--- config.mk ---
export PLATFORM = sky130hd
export DESIGN_NAME = hazard_ctrl
export DESIGN_NICKNAME = d
export VERILOG_FILES = /design/src/rtl/hazard_ctrl.sv
export SDC_FILE = /design/constraint.sdc
export NUM_CORES = 1
export LEC_CHECK = 0
export BUFFER_PORTS_ARGS = -buffer_cell sky130_fd_sc_hd__clkbuf_2
export CORE_MARGIN = 2
export CORE_UTILIZATION = 50
export DETAILED_ROUTE_END_ITERATION = 12
export GPL_TIMING_DRIVEN = 0
export MAX_ROUTING_LAYER = met4
export PLACE_DENSITY = 0.82
export SKIP_CTS_REPAIR_TIMING = 1
export SLEW_MARGIN = 0
export SYNTH_ARGS = -nofsm -noshare
export SYNTH_HDL_FRONTEND = slang
export SYNTH_SLANG_ARGS = --single-unit
--- constraint.sdc ---
create_clock -name clk -period 4.9 [get_ports clk]
set_input_delay 0.735 -clock clk [delete_from_list [all_inputs] [get_ports clk]]
set_output_delay 0.735 -clock clk [all_outputs]
set_load 0.01 [all_outputs]
--- src/rtl/hazard_ctrl.sv ---
// Pipeline hazard controller: multicycle divide stall, taken-branch flush,
// WB->EX forwarding selects and saturating stall/flush performance counters.
module hazard_ctrl (
   input  logic        clk,
   input  logic        rst_n,
   input  logic        ex_valid,
   input  logic [4:0]  ex_rs1,
   input  logic [4:0]  ex_rs2,
   input  logic        ex_uses_rs1,
   input  logic        ex_uses_rs2,
   input  logic        ex_branch_taken,
   input  logic        ex_div_req,
   input  logic [4:0]  wb_rd,
   input  logic        wb_regwrite,
   input  logic        div_done,
   output logic        div_start,
   output logic        stall_f,
   output logic        flush_ex,
   output logic        pc_sel,
   output logic        ex_adv,
   output logic        fwd_a,
   output logic        fwd_b,
   output logic        busy,
   output logic        div_timeout,
   output logic [15:0] stall_cnt,
   output logic [15:0] flush_cnt
);

   typedef enum logic [0:0] {StRun, StDivWait} state_e;

   localparam logic [5:0]  WaitMax = 6'd63;
   localparam logic [15:0] CntMax  = 16'hFFFF;

   state_e      state_q, state_d;
   logic [5:0]  wait_cnt_q, wait_cnt_d;
   logic        div_timeout_q, div_timeout_d;
   logic [15:0] stall_cnt_q, stall_cnt_d;
   logic [15:0] flush_cnt_q, flush_cnt_d;

   // Ungated control decisions; rst_n masks them onto the ports below.
   logic div_start_c, stall_c, flush_c, pc_sel_c, ex_adv_c;

   always_comb begin
      state_d       = state_q;
      wait_cnt_d    = wait_cnt_q;
      div_timeout_d = div_timeout_q;
      div_start_c   = 1'b0;
      stall_c       = 1'b0;
      flush_c       = 1'b0;
      pc_sel_c      = 1'b0;
      ex_adv_c      = 1'b0;

      case (state_q)
         StRun: begin
            // Divide wins over a simultaneous taken branch.
            if (ex_valid && ex_div_req) begin
               div_start_c = 1'b1;
               stall_c     = 1'b1;
               wait_cnt_d  = 6'd0;
               state_d     = StDivWait;
            end else if (ex_valid && ex_branch_taken) begin
               pc_sel_c = 1'b1;
               flush_c  = 1'b1;
               ex_adv_c = 1'b1;
            end else begin
               ex_adv_c = ex_valid;
            end
         end
         StDivWait: begin
            if (div_done) begin
               ex_adv_c = 1'b1;
               state_d  = StRun;
            end else if (wait_cnt_q == WaitMax) begin
               // Give up on the divider and let the pipeline move on.
               ex_adv_c      = 1'b1;
               div_timeout_d = 1'b1;
               state_d       = StRun;
            end else begin
               stall_c    = 1'b1;
               wait_cnt_d = wait_cnt_q + 6'd1;
            end
         end
         default: state_d = StRun;
      endcase
   end

   assign div_start = rst_n & div_start_c;
   assign stall_f   = rst_n & stall_c;
   assign flush_ex  = rst_n & flush_c;
   assign pc_sel    = rst_n & pc_sel_c;
   assign ex_adv    = rst_n & ex_adv_c;
   assign busy      = rst_n & (state_q == StDivWait);

   assign fwd_a = rst_n & wb_regwrite & (wb_rd != 5'd0) & (wb_rd == ex_rs1) & ex_uses_rs1;
   assign fwd_b = rst_n & wb_regwrite & (wb_rd != 5'd0) & (wb_rd == ex_rs2) & ex_uses_rs2;

   always_comb begin
      stall_cnt_d = stall_cnt_q;
      flush_cnt_d = flush_cnt_q;
      if (stall_f && (stall_cnt_q != CntMax)) begin
         stall_cnt_d = stall_cnt_q + 16'd1;
      end
      if (flush_ex && (flush_cnt_q != CntMax)) begin
         flush_cnt_d = flush_cnt_q + 16'd1;
      end
   end

   always_ff @(posedge clk) begin
      if (!rst_n) begin
         state_q       <= StRun;
         wait_cnt_q    <= 6'd0;
         div_timeout_q <= 1'b0;
         stall_cnt_q   <= 16'd0;
         flush_cnt_q   <= 16'd0;
      end else begin
         state_q       <= state_d;
         wait_cnt_q    <= wait_cnt_d;
         div_timeout_q <= div_timeout_d;
         stall_cnt_q   <= stall_cnt_d;
         flush_cnt_q   <= flush_cnt_d;
      end
   end

   assign div_timeout = div_timeout_q;
   assign stall_cnt   = stall_cnt_q;
   assign flush_cnt   = flush_cnt_q;

endmodule

Yosys cells after proc, flatten, opt, wreduce, memory -nomap -nowiden:

Cells that the tools add are included.

* add/subtract/negate cells: 3
* eq/ne operators: 8
* mux-type cells: 17
* bitwise operators: 13
* reductions and logical operators: 7

Operator list (count)
* $add A16 B1 Y16 const B: 2
* $ne A16 B16 Y1 const B: 2
* $mux W6: 3
* $pmux W6 S2: 1
* $and A1 B1 Y1: 11
* $mux W1: 11
* $eq A5 B5 Y1: 2
* $add A6 B1 Y6 const B: 1
* $eq A6 B6 Y1 const B: 1
* $ne A2 B2 Y1 const B: 3
* $reduce_and A3 Y1: 2
* $reduce_bool A5 Y1: 1
* $logic_and A1 B1 Y1: 4
* $pmux W1 S2: 2
* $not A1 Y1: 2

* flip-flop bits (word level): 40
* input bits: 24
* output and inout port bits: 41
* word-level logic and storage cells: 53

Depth between registers and ports, before layout:

Gate-level depths: netlist of run 1.

* word-level depth: 6
* mapped depth: 7
* gate-level depth less buffers: 5

Worst setup path before layout of run 1:

No wires, ideal clock.

* kind: input to output
* from: input port rst_n
* to: output port div_start
* arrival time: 1638 ps
* data required time: 4165 ps
* path slack: 2527 ps
* stages: 4
* path buffers: 3
* path through: buf_2 -> clkbuf_1 -> clkbuf_1 -> and2_1

* cells in the longest elaborated chain, start to end: 1

Ends and longest elaborated chain
* start: declaration: line 5 `input logic rst_n,`
* $and A1 B1 Y1: line 87 `assign div_start = rst_n & div_start_c;`
* end: declaration: line 16 `output logic div_start,`

Every way passes these cells.

Worst setup path in the final report of run 1:

Ends and elaborated chain as after synthesis.

==> flow_results.org, run 1 <==
** Setup path
- Cell-by-cell listing of the critical path :: clkbuf_2 -> buf_2 -> clkbuf_1 -> clkbuf_1 -> and2_1 -> clkbuf_2
- Critical path buffer and inverter count :: 5
- For this run, the slowest stage of the critical path takes just under 0.5 ns.
- STA classifies the critical path startpoint as an input port.
- Kind of critical path :: input port to primary output
- Largest fanout of any net on the critical path :: 10
- STA puts the critical path data arrival time at 2.32 ns.
- Required time reported for the critical path endpoint :: roughly 4.2 ns
- Among all stages on the critical path, the largest delay is contributed by clkbuf_1.
- Cell family with the largest share of critical-path delay :: buffers and inverters
- Kind of end point of the critical path :: primary output

** Cells and area
- Area growth from synthesis to final layout :: 22.7%
- Cell area after layout :: around 2800 um2
- In the final design database the tool counted ~360 nets.
- Fraction of layout cells with a size suffix above 1 :: about 26%
- In the layout the commonest cells are 64 x clkbuf_2, 40 x dfxtp_1, 25 x nand2_1, 20 x a21oi_1.
- Inserted Diodes :: 0
- Most common cell after layout, fill and taps aside :: clkbuf_2

** Logic synthesis
- Synthesized cell area :: approximately 2300 um2
- Cell count after synthesis :: 263
- A synthesized cell averages 8.57 um2.
- In this run, synthesis produced a sequential element count of 40.
- The Yosys step of the flow raised 0 warnings.
- The most used flip-flop cell after synthesis is dfxtp_1.
- Of all flip-flops after synthesis, the portion carrying an async set or reset was 0%.
- Number of synthesized flops with an enable pin :: 0
- Number of distinct library cell variants in the gate-level netlist after synthesis :: 51
- Synthesis produced a netlist with a net count of a little under 300.
- Sequential area share after synthesis :: a little over a third

** GRT
- Entering global routing, the biggest net connects 13 pins.
- The layer flagged by global routing as most heavily used is met2.
- Via count of the first global-routing pass :: about 2.2k
- In the global route stage, met3 resource usage came out at 4.56%.
- Grt met1 use :: a little under a third
- Across every metal layer, demand over resource in global routing totals between 20% and 30%.
- Antenna violations before repair :: 0
- Wire length of the first global-routing pass :: ~9700 um
- Met2 track demand over resource :: between 30% and 40%
- Aggregate global routing overflow :: 0

** Power
- Share of total power in the clock network :: a little over two fifths
- For this design the total switching power over the nets is 158 uW.
- Internal power comes to around 530 uW.
- Of the total power, the share spent switching nets is 22.9%.
- VDD sags by at most ~0.14 mV.
- Summed over all cells, the static leakage comes to approximately 1.1 nW.
- Power density over the cells :: between 200 and 250 nW/um2
- Part of the total power dissipated in sequential elements :: between 40% and 50%
- In this run, the combinational gates consume roughly 8.4% of the power.

** Floorplan
- The initialized floorplan defines 24 standard-cell rows.
- The region available for standard cell placement spans around 4400 um2.
- Number of top-level design ports :: 65
- Die extent in x :: just over 70 um
- Die Area :: roughly 5100 um2
- Once the floorplan was initialized, standard cells occupied about half of the core.
- Die height :: ~71 um

** Timing
- Unrepaired setup endpoints after global routing :: no
- Final setup violation count :: 0
- Worst-case headroom to the max-slew limit :: between 40% and 50%
- Final total negative setup slack :: 0 ns
- Subtracting the final worst setup slack from the clock period gives approximately 3.1 ns.
- Of the available clock period, the critical path in the final layout requires ~62%.
- Endpoints failing hold :: 0
- Worst Max-Slew Pin Slew :: between 0.7 and 0.8 ns
- Number of pins with negative max-slew slack in the final report :: 0
- Achievable frequency :: approximately 330 MHz
- For the final database, setup skew stands at 0.00372 ns.

** Outcome
- Run status :: finished, final reports clean

** Hold path
- The min-delay analysis places its worst path in the category register to register.

** Job
- Max Cap Violations :: 0

** Clocking
- In this run the deepest clock path goes through 2 buffers.
- Clock slew seen by the registers of the worst setup and hold paths :: 0.07 ns
- For the worst-skew pair, the clock arrives at the later sink with an insertion delay of approximately 0.30 ns.
- Clock tree synthesis selected as its root buffer the cell clkbuf_8.
- CTS built an H-tree with a depth of 2.
- Clock tree from TritonCTS :: yes
- Number of clock sinks :: 40
- TritonCTS Buffers :: 5

** Route
- In the final routed layout, each cell accounts on average for roughly 15 um.
- Routed via count :: around 2.4k
- Post-DR vias/cell :: ~6.1
- DRC :: 0
- In this run the remaining antenna-violating nets after routing total 0.
- The routed design has 5730 um of wire.
- Before antenna repair, the detailed router went through 4 iterations.
- After the first detailed-routing iteration, the DRC count stood at 170.

** Place
- Number of port buffers :: 64
- At the end of routability-driven placement, the weighted congestion stood at 0.859.
- Post-DP HPWL :: 4110 um
- Summing all placed instances gives a cell area of 2640 um2.
[area by class of cell]
cell class                 instances  area [um2]
fill                             375        1590
buffer                            14        78.8
sequential                        40         801
clock buffer                       7        96.3
inverter                          11        41.3
multi-input combinational        198        1330
clock inverter                     1        30.0
tap                               52        65.1
timing repair buffer              64         320
[metal layers]
metal | vias to the layer above | part of all wire (%)
met5 | - | 0
met1 | 1114 | 46
met4 | 0 | 1.5
li1 | 1160 | -
met3 | 8 | 4.7
met2 | 70 | 47
[synthesized netlist by cell type, types with 2 or more instances]
library cell | count | area share [%]
or3_1 | 5 | 1.4
ha_1 | 3 | 1.7
nand4_1 | 12 | 3.3
o21a_1 | 2 | 0.67
or4_1 | 14 | 4.7
clkbuf_1 | 5 | 0.83
and2_1 | 3 | 0.83
nand3_1 | 12 | 2.7
o311ai_0 | 3 | 1.2
buf_2 | 6 | 1.3
o41ai_1 | 4 | 1.6
o31ai_1 | 14 | 4.7
dfxtp_1 | 40 | 36
and3_1 | 3 | 0.83
o21ai_0 | 5 | 1.1
xnor2_1 | 10 | 3.9
o211ai_1 | 3 | 1.0
buf_6 | 2 | 1.0
nand2b_1 | 6 | 1.7
nand2_1 | 25 | 4.2
nor2_1 | 5 | 0.83
nor3_1 | 7 | 1.6
nor4_1 | 5 | 1.4
mux2i_1 | 9 | 4.0
inv_1 | 11 | 1.8
a21oi_1 | 20 | 4.4
and4_1 | 5 | 1.9
[per-stage QoR]
stage | hold slack (ns) | cells | power [mW] | setup slack [ns] | util (%)
after global routing | 0.533 | 387 | 0.713 | 1.80 | 63.5
after CTS | 0.504 | 387 | 0.691 | 1.84 | 63.5
after floorplan | 0.478 | 263 | 0.370 | 2.53 | -
after global placement | 0.475 | 379 | 0.394 | 1.91 | 60.6
final | 0.500 | 387 | 0.689 | 1.85 | 63.5
after detailed placement | 0.491 | 379 | 0.396 | 1.84 | 60.6
[worst min-delay path: cells and delay by family (launching register included)]
family | cells | cell delay, ns
flops | 1 | 0.34
simple gates | 1 | 0.06
mux | 1 | 0.06
[kinds of logic after synthesis]
| group | after synthesis | share of synthesized area [%] |
|---|---|---|
| compound gates | 64 | 19.6 |
| xor+xnor | 11 | 4.28 |
| fa+ha+maj | 3 | 1.67 |
| buf+inv | 25 | 5.33 |
| flops | 40 | 35.5 |
| mux | 9 | 4.00 |
| simple gates | 111 | 29.6 |
[registers in the layout, indices dropped and copies added, names as in the netlist]
register     flops
div_timeout      1
state_q          1
flush_cnt       16
wait_cnt_q       6
stall_cnt       16
[final timing paths]
| kind | from | to | slack (ns) | cells past startpoint |
|---|---|---|---|---|
| worst min register to register | stall_cnt[15] | stall_cnt[15] | 0.50 | 2 |
| worst min-delay path | stall_cnt[15] | stall_cnt[15] | 0.50 | 2 |
| worst max register to register | flush_cnt[0] | flush_cnt[15] | 2.94 | 5 |
| worst max-delay path | rst_n | div_start | 1.85 | 6 |
[power groups by stage]
stage                     registers (mW)  clock network (mW)  logic, mW
after floorplan                    0.338                   0     0.0321
after global placement             0.338                   0     0.0560
after detailed placement           0.338                   0     0.0577
after CTS                          0.330               0.303     0.0580
after global routing               0.331               0.319     0.0638
final                              0.330               0.301     0.0576
Note: power is estimated with default switching activity, not from simulation.
==> run 2: changes to the inputs <==
- CORE_UTILIZATION: 50 -> 47
- PLACE_DENSITY: 0.82 -> 0.81
- clock period: 4.9 -> 2.6 ns (I/O delays scaled with it)
==> flow_results.org, run 2 (synthesis gave the netlist of run 1 again) <==
** Power
- Across the VDD grid, the largest voltage drop is ~0.25 mV.
- In this run the static leakage power is approximately 1.0 nW.
- Combinational group share of total power :: approximately a tenth
- Cell internal power was estimated by the tool at between 800 and 900 uW.
- The share of total power dissipated in the clock network is 35.3%.
- Power density over the cells :: just over 400 nW/um2
- Switching power as a share of total power :: 25.2%
- Switching Power :: around 280 uW
- The share of total power dissipated in sequential elements is 55.2%.

** Hold path
- The worst hold path begins at ex_branch_taken.
- The path class of the tightest hold or removal check is input port to register.

** GRT
- Aggregate global routing overflow :: 0
- Entering global routing, the biggest net connects 12 pins.
- Antenna violations before repair :: 0
- Across every metal layer, demand over resource in global routing totals between 20% and 30%.
- The first global-routing pass estimated a little over 9000 um of wire.
- The number of global-route vias before repair is around 2.0k.

** Timing
- Number of pins with negative max-slew slack in the final report :: 0
- Post-layout worst setup margin :: slightly above 0.3 ns
- Measured against its own limit, the worst slew margin works out to between 50 and 60%.
- Static timing analysis puts the maximum clock frequency at about 440 MHz.
- Final period util :: between 80% and 90%
- At the pin with the least slew margin, the transition time is approximately 0.7 ns.
- Final total negative setup slack :: 0 ns
- On the final layout, the worst clock skew is roughly 0.0046 ns.
- Post-route minimum period :: 2.29 ns
- Endpoints failing hold :: 0
- Unrepaired setup endpoints after global routing :: no
- Final setup violation count :: 0

** Cells and area
- In the layout the commonest cells are 64 x clkbuf_2, 40 x dfxtp_1, 25 x nand2_1, 20 x a21oi_1.
- In the final layout, the share of cells above drive strength 1 is roughly a quarter.
- Leaving out fill and tap cells, the most frequent cell in the layout is clkbuf_2.
- Area growth from synthesis to final layout :: 20.7%
- Excluding fillers, the count of instances in the completed layout stands at 388.
- Summing all non-filler instances in the final layout gives an area of between 2000 and 3000 um2.
- The repair_antennas step left the layout with diodes totalling 0.
- In the final design database the tool counted around 360 nets.

** Setup path
- The critical path goes through clkbuf_2 -> buf_2 -> clkbuf_1 -> clkbuf_1 -> and2_1 -> clkbuf_2.
- Critical R2R Launch :: flush_cnt[0]
- By startpoint and endpoint, the worst setup path is classified as input port to primary output.
- Cell type of the slowest stage on the worst timing path :: clkbuf_1
- Critical Path Source :: rst_n
- Among cell families on the critical path, the largest total delay comes from buffers and inverters.
- Largest fanout of any net on the critical path :: 10
- The worst setup path is launched from an input port.
- For flop-to-flop paths, the worst setup slack is around 0.60 ns.
- Data arrival time of the worst path :: between 1.5 and 2 ns
- Largest stage delay on the critical path :: 0.48 ns
- Critical path buffer and inverter count :: 5
- The worst setup path is captured at a primary output.
- For the worst setup path, the data required time is 2.21 ns.

** Route
- In the routed design, unresolved DRC markers number 0.
- Starting DRT DRC Count :: between 200 and 250
- Once detail routing completed, the nets flagged for antenna violations numbered 0.
- Post-DR vias/cell :: a little under 6
- The first detailed-routing pass took 4 iterations.
- Dividing the detail-routed wire length by the instance count gives ~14 um.
- The routed layout has between 2k and 2.5k vias.
- Routed wire length :: approximately 5600 um

** Clocking
- TritonCTS built the clock tree.
- Number of clock sinks :: 40
- Clk buf depth :: 2
- Clock Latency Late Sink :: roughly 0.29 ns
- Cell at the root of the clock tree :: clkbuf_8
- After clock tree synthesis, the clock-pin slew on the worst setup and hold paths is 0.08 ns.
- The number of clock buffers added by TritonCTS is 5.
- Number of levels in the clock H-tree :: 2

** Floorplan
- Core footprint :: 4660 um2
- Die extent in x :: around 73 um
- Die Area :: about 5400 um2
- The initial utilization of the core area, before any placement, comes to 48.3%.
- Number of rows created at floorplan :: 25
- Pin placement for this block handled between 60 and 70 I/O pins.
- Die height :: 73.2 um

** Place
- Instance area at placement :: ~2600 um2
- After legalization and detailed placement, the total HPWL measured about 4100 um.
- Post-placement cell count :: 381
- Setup Slack @ Placement :: around 0.27 ns
- Final GP Congestion :: about 0.88
- Input and output buffers added on the ports amount to 64.

** Job
- Max-cap violations in this run came to 0.

** Outcome
- Run status :: finished, final reports clean
-- run 2: final timing paths --
| path | endpoint | cells after the start |
|---|---|---|
| max | div_start | 6 |
| min reg2reg | stall_cnt[15] | 2 |
| min | flush_cnt[3] | 4 |
| max reg2reg | flush_cnt[12] | 5 |
-- run 2: worst min-delay path: stages --
cell and delay (ns):
clkbuf_2 0.09, nand2_1 0.08, or4_1 0.12, a21oi_1 0.05
-- run 2: layout make-up --
type / instances / area [um2]
Fill cell: 421 / 1940
Buffer: 14 / 78.8
Multi-Input combinational cell: 198 / 1330
Tap cell: 54 / 67.6
Sequential cell: 40 / 801
Clock buffer: 6 / 72.6
Timing Repair Buffer: 64 / 320
Clock inverter: 1 / 5.00
Inverter: 11 / 41.3
-- run 2: layer usage --
metal  part of all wire, %  track usage (%)  up-vias
met5                     0                -        -
met4                   1.6             9.67        0
met3                   4.5             4.56       11
met2                    49             33.6       60
met1                    45             27.8     1078
li1                      -                -     1156
-- run 2: stage by stage --
step / total power [mW] / hold WS (ns) / util [%]
floorplan: 0.698 / 0.478 / -
global placement: 0.743 / 0.469 / 56.7
detailed placement: 0.746 / 0.474 / 56.7
CTS: 1.14 / 0.483 / 58.3
global route: 1.17 / 0.508 / 58.3
finish: 1.13 / 0.481 / 58.3
-- run 2: power groups by stage --
| stage | logic (mW) | clock network (mW) | registers (mW) |
|---|---|---|---|
| 2_1_floorplan | 0.0605 | 0 | 0.637 |
| 3_3_place_gp | 0.106 | 0 | 0.637 |
| 3_5_place_dp | 0.108 | 0 | 0.637 |
| 4_1_cts | 0.109 | 0.404 | 0.623 |
| 5_1_grt | 0.118 | 0.429 | 0.624 |
| 6_report | 0.107 | 0.399 | 0.623 |
